===== src/rtl/sha1_pkg.sv =====
// SHA-1 shared definitions: IV, round constants, FSM states and one-round function.
// Pure combinational helpers; no state lives here.
package sha1_pkg;

    typedef enum logic [1:0] {IDLE, LOAD, ROUND, FOLD} state_t;

    typedef struct packed {
        logic [31:0] a;
        logic [31:0] b;
        logic [31:0] c;
        logic [31:0] d;
        logic [31:0] e;
    } abcde_t;

    localparam logic [31:0] H0_IV = 32'h67452301;
    localparam logic [31:0] H1_IV = 32'hefcdab89;
    localparam logic [31:0] H2_IV = 32'h98badcfe;
    localparam logic [31:0] H3_IV = 32'h10325476;
    localparam logic [31:0] H4_IV = 32'hc3d2e1f0;
    localparam abcde_t SHA1_IV = {H0_IV, H1_IV, H2_IV, H3_IV, H4_IV};

    localparam logic [31:0] K0 = 32'h5a827999;
    localparam logic [31:0] K1 = 32'h6ed9eba1;
    localparam logic [31:0] K2 = 32'h8f1bbcdc;
    localparam logic [31:0] K3 = 32'hca62c1d6;

    function automatic abcde_t sha1_round(input logic [6:0] t, input abcde_t s,
                                          input logic [31:0] w);
        logic [31:0] f;
        logic [31:0] k;
        abcde_t r;
        if (t < 7'd20) begin
            f = (s.b & s.c) | (~s.b & s.d);
            k = K0;
        end else if (t < 7'd40) begin
            f = s.b ^ s.c ^ s.d;
            k = K1;
        end else if (t < 7'd60) begin
            f = (s.b & s.c) | (s.b & s.d) | (s.c & s.d);
            k = K2;
        end else begin
            f = s.b ^ s.c ^ s.d;
            k = K3;
        end
        r.a = {s.a[26:0], s.a[31:27]} + f + s.e + k + w;
        r.b = s.a;
        r.c = {s.b[1:0], s.b[31:2]};
        r.d = s.c;
        r.e = s.d;
        return r;
    endfunction

endpackage


===== src/rtl/sha1_engine_if.sv =====
// Streaming message-word port: one 32-bit word per valid/ready beat, last flag with word 0.
// Ready is driven by the engine; the source holds data while valid and not ready.
interface sha1_engine_if;
    logic        in_valid;
    logic        in_ready;
    logic [31:0] in_data;
    logic        in_last;

    modport master (output in_valid, output in_data, output in_last, input in_ready);
    modport slave  (input in_valid, input in_data, input in_last, output in_ready);
endinterface


===== src/rtl/sha1_sched.sv =====
// 16-entry circular message schedule; written word by word during load, expands UNROLL words per cycle.
// Zero latency on reads; writes land on the next clock edge; no backpressure of its own.
module sha1_sched
    import sha1_pkg::*;
#(
    parameter int UNROLL = 1
) (
    input  logic                     clk,
    input  logic                     rst,
    input  logic                     wr_en,
    input  logic [3:0]               wr_idx,
    input  logic [31:0]              wr_dat,
    input  logic                     adv,
    input  logic [6:0]               t,
    output logic [UNROLL-1:0][31:0]  w
);

    logic [31:0] mem [16];

    // Slot t[3:0] still holds w[t-16] until this cycle's write, so it doubles as the t-16 tap.
    for (genvar j = 0; j < UNROLL; j++) begin : g_w
        logic [6:0]  tj;
        logic [31:0] m3;
        logic [31:0] x;
        assign tj = t + 7'(j);
        if (j >= 3) begin : g_chain
            assign m3 = w[j-3];
        end else begin : g_mem
            assign m3 = mem[tj[3:0] - 4'd3];
        end
        assign x    = m3 ^ mem[tj[3:0] - 4'd8] ^ mem[tj[3:0] - 4'd14] ^ mem[tj[3:0]];
        assign w[j] = (tj < 7'd16) ? mem[tj[3:0]] : {x[30:0], x[31]};
    end

    always_ff @(posedge clk or posedge rst) begin
        if (rst) begin
            for (int i = 0; i < 16; i++) mem[i] <= '0;
        end else if (wr_en) begin
            mem[wr_idx] <= wr_dat;
        end else if (adv) begin
            for (int j = 0; j < UNROLL; j++) begin
                if (t + 7'(j) >= 7'd16) mem[4'(t + 7'(j))] <= w[j];
            end
        end
    end

endmodule


===== src/rtl/sha1_engine.sv =====
// Multi-block SHA-1 compression: 16-word load, 80/UNROLL round cycles, one fold cycle.
// in_ready high only in IDLE/LOAD; digest_valid pulses 80/UNROLL+1 cycles after word 15.
module sha1_engine
    import sha1_pkg::*;
#(
    parameter int UNROLL = 1
) (
    input  logic           clk,
    input  logic           rst,
    input  logic           init,
    input  logic           abort,
    sha1_engine_if.slave   bus,
    output logic           busy,
    output logic [159:0]   digest,
    output logic           digest_valid
);

    if (20 % UNROLL != 0) begin : g_bad_unroll
        $error("sha1_engine: UNROLL must divide 20");
    end

    state_t      state;
    logic [3:0]  cnt;
    logic [6:0]  t;
    abcde_t      h;
    abcde_t      st;
    logic        last_blk;
    logic        accept;

    logic [UNROLL-1:0][31:0] w;
    abcde_t chain [UNROLL+1];

    assign bus.in_ready = (state == IDLE) || (state == LOAD);
    assign accept       = bus.in_valid && bus.in_ready;
    assign busy         = (state != IDLE);
    assign digest       = h;

    sha1_sched #(.UNROLL(UNROLL)) u_sched (
        .clk    (clk),
        .rst    (rst),
        .wr_en  (accept && !abort),
        .wr_idx (cnt),
        .wr_dat (bus.in_data),
        .adv    (state == ROUND),
        .t      (t),
        .w      (w)
    );

    assign chain[0] = st;
    for (genvar j = 0; j < UNROLL; j++) begin : g_round
        assign chain[j+1] = sha1_round(t + 7'(j), chain[j], w[j]);
    end

    always_ff @(posedge clk or posedge rst) begin
        if (rst) begin
            state        <= IDLE;
            cnt          <= 4'd0;
            t            <= 7'd0;
            h            <= SHA1_IV;
            st           <= '0;
            last_blk     <= 1'b0;
            digest_valid <= 1'b0;
        end else begin
            digest_valid <= 1'b0;
            if (abort) begin
                state    <= IDLE;
                cnt      <= 4'd0;
                t        <= 7'd0;
                h        <= SHA1_IV;
                last_blk <= 1'b0;
            end else begin
                case (state)
                    IDLE: begin
                        if (init) h <= SHA1_IV;
                        // init on the same beat as word 0 restarts from IV rather than chaining
                        if (accept) begin
                            st       <= init ? SHA1_IV : h;
                            last_blk <= bus.in_last;
                            cnt      <= 4'd1;
                            state    <= LOAD;
                        end
                    end
                    LOAD: begin
                        if (accept) begin
                            cnt <= cnt + 4'd1;
                            if (cnt == 4'd15) begin
                                state <= ROUND;
                                t     <= 7'd0;
                            end
                        end
                    end
                    ROUND: begin
                        st <= chain[UNROLL];
                        t  <= t + 7'(UNROLL);
                        if (t + 7'(UNROLL) == 7'd80) state <= FOLD;
                    end
                    FOLD: begin
                        h.a          <= h.a + st.a;
                        h.b          <= h.b + st.b;
                        h.c          <= h.c + st.c;
                        h.d          <= h.d + st.d;
                        h.e          <= h.e + st.e;
                        digest_valid <= last_blk;
                        state        <= IDLE;
                    end
                    default: state <= IDLE;
                endcase
            end
        end
    end

endmodule


===== src/flat_wrapper.sv =====
// flat-port wrapper written by rule: the top's interface ports become plain ports
module sha1_engine_flat import sha1_pkg::*;
#(
    parameter int UNROLL = 1
)
  (clk, rst, init, abort, busy, digest, digest_valid, bus_in_valid, bus_in_data, bus_in_last, bus_in_ready);
  sha1_engine_if bus_i ();
  input  logic clk;
  input  logic rst;
  input  logic init;
  input  logic abort;
  output logic busy;
  output logic [159:0] digest;
  output logic digest_valid;
  input wire logic [$bits(bus_i.in_valid)-1:0] bus_in_valid;
  input wire logic [$bits(bus_i.in_data)-1:0] bus_in_data;
  input wire logic [$bits(bus_i.in_last)-1:0] bus_in_last;
  output wire logic [$bits(bus_i.in_ready)-1:0] bus_in_ready;
  assign bus_i.in_valid = bus_in_valid;
  assign bus_i.in_data = bus_in_data;
  assign bus_i.in_last = bus_in_last;
  assign bus_in_ready = bus_i.in_ready;
  sha1_engine #(.UNROLL(UNROLL)) u_core (.clk(clk), .rst(rst), .init(init), .abort(abort), .bus(bus_i), .busy(busy), .digest(digest), .digest_valid(digest_valid));
endmodule

===== config.mk =====
export PLATFORM = sky130hd
export DESIGN_NAME = sha1_engine_flat
export DESIGN_NICKNAME = d
export VERILOG_FILES = /design/src/rtl/sha1_pkg.sv /design/src/rtl/sha1_engine_if.sv /design/src/rtl/sha1_sched.sv /design/src/rtl/sha1_engine.sv /design/src/flat_wrapper.sv
export SDC_FILE = /design/constraint.sdc
export NUM_CORES = 2
export LEC_CHECK = 0
export BUFFER_PORTS_ARGS = -buffer_cell sky130_fd_sc_hd__buf_2
export CAP_MARGIN = 10
export CORE_MARGIN = 5
export CORE_UTILIZATION = 35
export DETAILED_ROUTE_END_ITERATION = 6
export GPL_ROUTABILITY_DRIVEN = 1
export HOLD_SLACK_MARGIN = 0.03
export PLACE_DENSITY = 0.5
export REMOVE_ABC_BUFFERS = 1
export SETUP_SLACK_MARGIN = 0.15
export SYNTH_ARGS = -nofsm -noshare
export SYNTH_HDL_FRONTEND = slang
export SYNTH_SLANG_ARGS = --single-unit
export TNS_END_PERCENT = 1

===== constraint.sdc =====
create_clock -name clk -period 33.5 [get_ports clk]
set_input_delay 1.675 -clock clk [delete_from_list [all_inputs] [get_ports clk]]
set_output_delay 1.675 -clock clk [all_outputs]
set_load 0.03 [all_outputs]

Word-level counts from Yosys, hierarchy flattened:

Index checks and enable logic that the tools add are counted.

* bits in registers: 847
* latch bits: 0
* memory bits (writable): 0
* memory bits (read-only): 0
* input bits: 38
* output and inout bits: 163
* word-level logic and storage cells: 160
* memories: 0

* add/subtract/negate cells: 14
* $mul: 0
* divide/modulo/power cells: 0
* magnitude comparators: 12
* equal/unequal tests: 10
* shift-type cells: 0
* multiplexer cells: 52
* bitwise gates (word level): 19
* reduce and logical (&&, ||, !) cells: 22

Operators by type and width (count)
* two-way mux 512 bit: 3
* bitwise mux 512 bit: 2
* case mux 160 bit (2 select lines): 2
* binary-select mux 32 bit (select 4 bit): 4
* two-way mux 32 bit: 16
* two-way mux 160 bit: 3
* adder 32 bit: 9
* demux 32 bit (select 4 bit): 2
* bitwise XOR 32 bit: 5
* AND 32 bit: 4
* bitwise OR 32 bit: 3
* inverter 32 bit: 1
* two-way mux 31 bit: 1
* greater-or-equal comparator 5 bit, second input constant: 5
* inverter 4 -> 5 bit: 5
* two-way mux 7 bit: 3
* less-than comparator 7 x 5 -> 1 bit, second input constant: 2
* less-than comparator 7 x 6 -> 1 bit, second input constant: 2
* case mux 7 bit (2 select lines): 1
* two-way mux 4 bit: 3
* nonzero test 2 bit: 6
* less-than comparator 5 x 1 -> 1 bit, second input constant: 2
* two-way mux 2 bit: 5
* inequality test 3 x 2 -> 1 bit, second input constant: 3
* 23 further kinds: 37

Logic depth before layout (Yosys ltp):

* depth in word-level cells: 13
* mapped depth: 38
* gate-level depth less buffers: 29

Cells and area by module:

From an unflattened synthesis, not the netlist that was laid out.

* cells, all modules: 6153
* area, all modules: 64047.7 um^2

By module, submodules not included
* sha1_sched: instances 1, cells an instance 3044, area an instance 37023.0 um^2, sequential area each 12812.3 um^2
* sha1_engine: instances 1, cells an instance 3109, area an instance 27024.7 um^2, sequential area each 8483.1 um^2

Worst setup path before layout:

OpenSTA, ideal clock, no wires.

* path kind: reg-to-reg
* from: register u_core.t[0]
* to: register u_core.st (netlist bit u_core.chain[127])
* setup time: 121 ps
* arrival time: 7930 ps
* data required time: 33379 ps
* setup slack: 25449 ps
* cell stages (with the launch flop): 39
* path buffers: 10
* clock period less this slack: 8051 ps
* path through: dfrtp_1 -> clkbuf_1 -> buf_6 -> buf_4 -> buf_4 -> buf_4 -> buf_2 -> inv_1 -> ha_1 -> buf_2 -> buf_2 -> buf_1 -> mux4_2 -> mux2i_1 -> a21oi_1 -> xnor2_1 -> nor2_1 -> a31oi_1 -> [3 not listed] -> inv_1 -> fa_1 -> fa_1 -> inv_1 -> ha_1 -> inv_1 -> fa_1 -> nor2b_1 -> o21a_1 -> o21ai_0 -> a21o_1 -> a21o_1 -> a21oi_1 -> a2111oi_0 -> o311ai_0 -> nand3_1 -> nor3b_1 -> o22a_1

* word-level cells in the longest chain between the ends: 11
* elaborated cells between the ends (all ways): 38
* those cells by class: 7 x add/sub; 4 x order compare; 20 x mux; 7 x bitwise

Ends and longest elaborated chain
* start: declaration: line sha1_engine.sv:24 `logic [6:0] t;`
* start signal: assignment: line sha1_engine.sv:94 `t <= t + 7'(UNROLL);`
* parallel branches: the longest is 9 deep, another holds adder 32 bit
* adder 32 bit *: line sha1_pkg.sv:45 `r.a = {s.a[26:0], s.a[31:27]} + f + s.e + k + w;`
* case mux 160 bit (2 select lines) *: line sha1_engine.sv:72 `case (state)`
* end signal: assignment: line sha1_engine.sv:77 `st <= init ? SHA1_IV : h;`
* end signal: assignment: line sha1_engine.sv:93 `st <= chain[UNROLL];`
* end: declaration: line sha1_engine.sv:26 `abcde_t st;`

Mark *: on every way between the ends. The select of a mux whose other input is x is not followed.
A chain may end at the register's enable or synchronous reset.

Worst setup path after layout:

* from: register u_core.t[1]
* to: register u_core.st (netlist bit u_core.chain[127])

Same word-level chain as after synthesis.

==> flow_summary.toml <==
[run_status]
outcome = "finished clean"

[clock_tree]
path_clk_slew_ns = 0.06
cts_buffers = 102
clock_latency_ns = 0.77
hold_buffers = 0
clk_path_buf_depth = 3
htreeDepth = 3
numClockSinks = 847
post_cts_buffers = 0
cts_resized = 0
cts_tree = "built"
ctsRootBufferMaster = "clkbuf_16"

[grt]
first_global_vias = 51400
grt_max_degree = 167
antenna_found_initial = 15
grt_usage = 0.278
overflow = 0
grt_pass1_wl_mm = 373

[layout]
fin_area_mm2 = 0.0677
drive_gt1_frac = 0.190
fin_nets = 6195
areaGrowthSynthToFinish_pct = 11.2
layout_common_cells = "763 x dfrtp_1, 745 x o21ai_0, 526 x a22oi_1"
final_util = 0.390
final_common_cell = "dfrtp_1"

[timing]
setup_tns_ns = 0
setup_viol = 0
worst_pin_slew_ns = 1.18
fmax_mhz = 95.9
skew_ns = 0.0396
drv_slew = 0
slew_headroom = 0.213
fin_crit_ns = 10.43
holdWs_ns = 0.517
rsz0062_at_grt = "false"
final-hold-violation-count = 0
finalCritPeriodShare = 0.311

[power]
peakVddDrop_uv = 113
leakagePower_nw = 27.7
finalPower_mw = 7.11
powerDensity_mw_per_mm2 = 105

[floorplan]
core-area_mm2 = 0.173
dieArea_mm2 = 0.182
fp.dieH_um = 427
num_rows = 153
die_w_um = 427
start_util = 0.351
io_pins = 201

[logic_synthesis]
synth_ff_type = "dfrtp_1"
synth_cell_types = 90
synth-seq-cells = 847
synth.cell_area_mm2 = 0.0609
synth_area_per_cell_um2 = 10.3
synth_cells = 5915
yosysWarnings = 0
synth_enable_flop_cells = 0
seq_area_frac_synth = 0.350
synth-async-reset-ratio = 1.00

[critical_path]
critical_path_arrival_ns = 11.07
crit_type = "flip-flop to flip-flop"
cp.depth = 29
critPathMaxStageDelay_ns = 0.86
reg2reg_depth = 29
worstPathRequired_ns = 34.13
cp-start-kind = "flip-flop"
path_delay_family = "compound AO/OA/AOI/OAI gates"
critPathSlowestCell = "dfrtp_4"
cp-end-kind = "flip-flop"
cp_max_fo = 49
crit_buf_inv = 6

[route]
routed_wl_mm = 258
wire_per_inst_um = 31.3
drtIter0Drc = 6056
vias = 52800
dr.pass1.iters = 6
via_per_inst = 6.41
ant_nets = 0
drcViolationCount = 0

[flow_run]
cap_violations = 0

[worst_hold_path]
hp-class = "flip-flop to flip-flop"
whs_path_depth = 1

[place]
placed_area_mm2 = 0.0641
port-buffer-count = 200
gp_congestion = 0.906
hpwl_mm = 157
[per-stage QoR]
stage                     worst slack [ns]  std cells
after floorplan                       8.16       5385
after global placement               23.17       8044
after detailed placement             23.14       8044
after CTS                            23.11       8238
after global routing                 22.45       8242
final                                23.07       8246
[kinds of logic (layout without fill, tap and decap cells)]
family | after synthesis | in the layout | share of synthesized area
compound gates | 2147 | 2147 | 0.228
xor+xnor | 243 | 243 | 0.0351
fa+ha+maj | 334 | 334 | 0.0840
buf+inv | 833 | 831 | 0.0561
flops | 847 | 847 | 0.350
mux | 543 | 543 | 0.175
other cells | 0 | 8 | 0
simple gates | 968 | 968 | 0.0724
[area by class of cell]
type / instances / area [µm²]
Clock buffer: 155 / 3010
Tap cell: 2325 / 2910
Timing Repair Buffer: 334 / 2050
Multi-Input combinational cell: 4235 / 36700
Clock inverter: 39 / 538
Sequential cell: 847 / 21300
Inverter: 303 / 1150
Fill cell: 17000 / 106000
Antenna cell: 8 / 20.0
[routing by layer]
layer | wire (µm) | global-route usage | vias to the layer above
li1 | - | - | 22200
met1 | 104000 | 0.373 | 27200
met2 | 117000 | 0.429 | 2863
met3 | 24200 | 0.0662 | 540
met4 | 12600 | 0.120 | 0
met5 | 0 | 0 | -
[final timing paths]
kind / from / end / slack (ns)
max in group asynchronous: rst / u_core.u_sched.mem[274] / 29.92
min reg2reg: u_core.last_blk / u_core.digest_valid / 0.52
max: u_core.t[1] / u_core.chain[127] / 23.07
max reg2reg: u_core.t[1] / u_core.chain[127] / 23.07
min in group asynchronous: rst / u_core.u_sched.mem[293] / 1.07
min: u_core.last_blk / u_core.digest_valid / 0.52
[flip-flops by register name (all words and copies together), names as in the netlist]
name / cells
u_core.u_sched.mem: 512
u_core.chain: 160
u_core.digest: 160
u_core.t: 7
u_core.cnt: 4
u_core.state: 2
u_core.digest_valid: 1
u_core.last_blk: 1
[power breakdown]
| group | internal [mW] | leakage (nW) | switching [mW] |
|---|---|---|---|
| logic | 1.82 | 14.9 | 2.58 |
| clock network | 0.706 | 1.75 | 0.505 |
| registers | 1.20 | 11.1 | 0.300 |
[cell usage after synthesis, drive strengths merged, types with 6 or more instances]
master / number / area, µm²
nor2: 338 / 1270
inv: 300 / 1130
dfrtp: 767 / 19200
a22oi: 526 / 3950
a21o: 79 / 593
a31oi: 72 / 566
a2111oi: 6 / 71.3
a221oi: 78 / 696
nand4: 13 / 81.3
buf: 171 / 928
o21ai: 769 / 3850
o311ai: 8 / 70.1
and2: 11 / 68.8
clkbuf: 359 / 1350
nand2b: 54 / 338
nor3: 63 / 320
mux2i: 125 / 1250
o22ai: 54 / 344
a211o: 6 / 52.6
a211oi: 62 / 470
or2: 11 / 68.8
or3: 32 / 200
xnor2: 197 / 1730
ha: 210 / 2630
and3: 33 / 206
o211ai: 30 / 225
nand2: 286 / 1080
nand3: 49 / 245
nor2b: 56 / 350
a21oi: 264 / 1330
o31ai: 10 / 80.1
xor2: 46 / 403
o221ai: 57 / 499
mux4: 416 / 9370
o21a: 32 / 240
a21boi: 6 / 45.0
dfstp: 80 / 2100
o21bai: 29 / 221
fa: 124 / 2480
(Power assumes the default switching activity.)
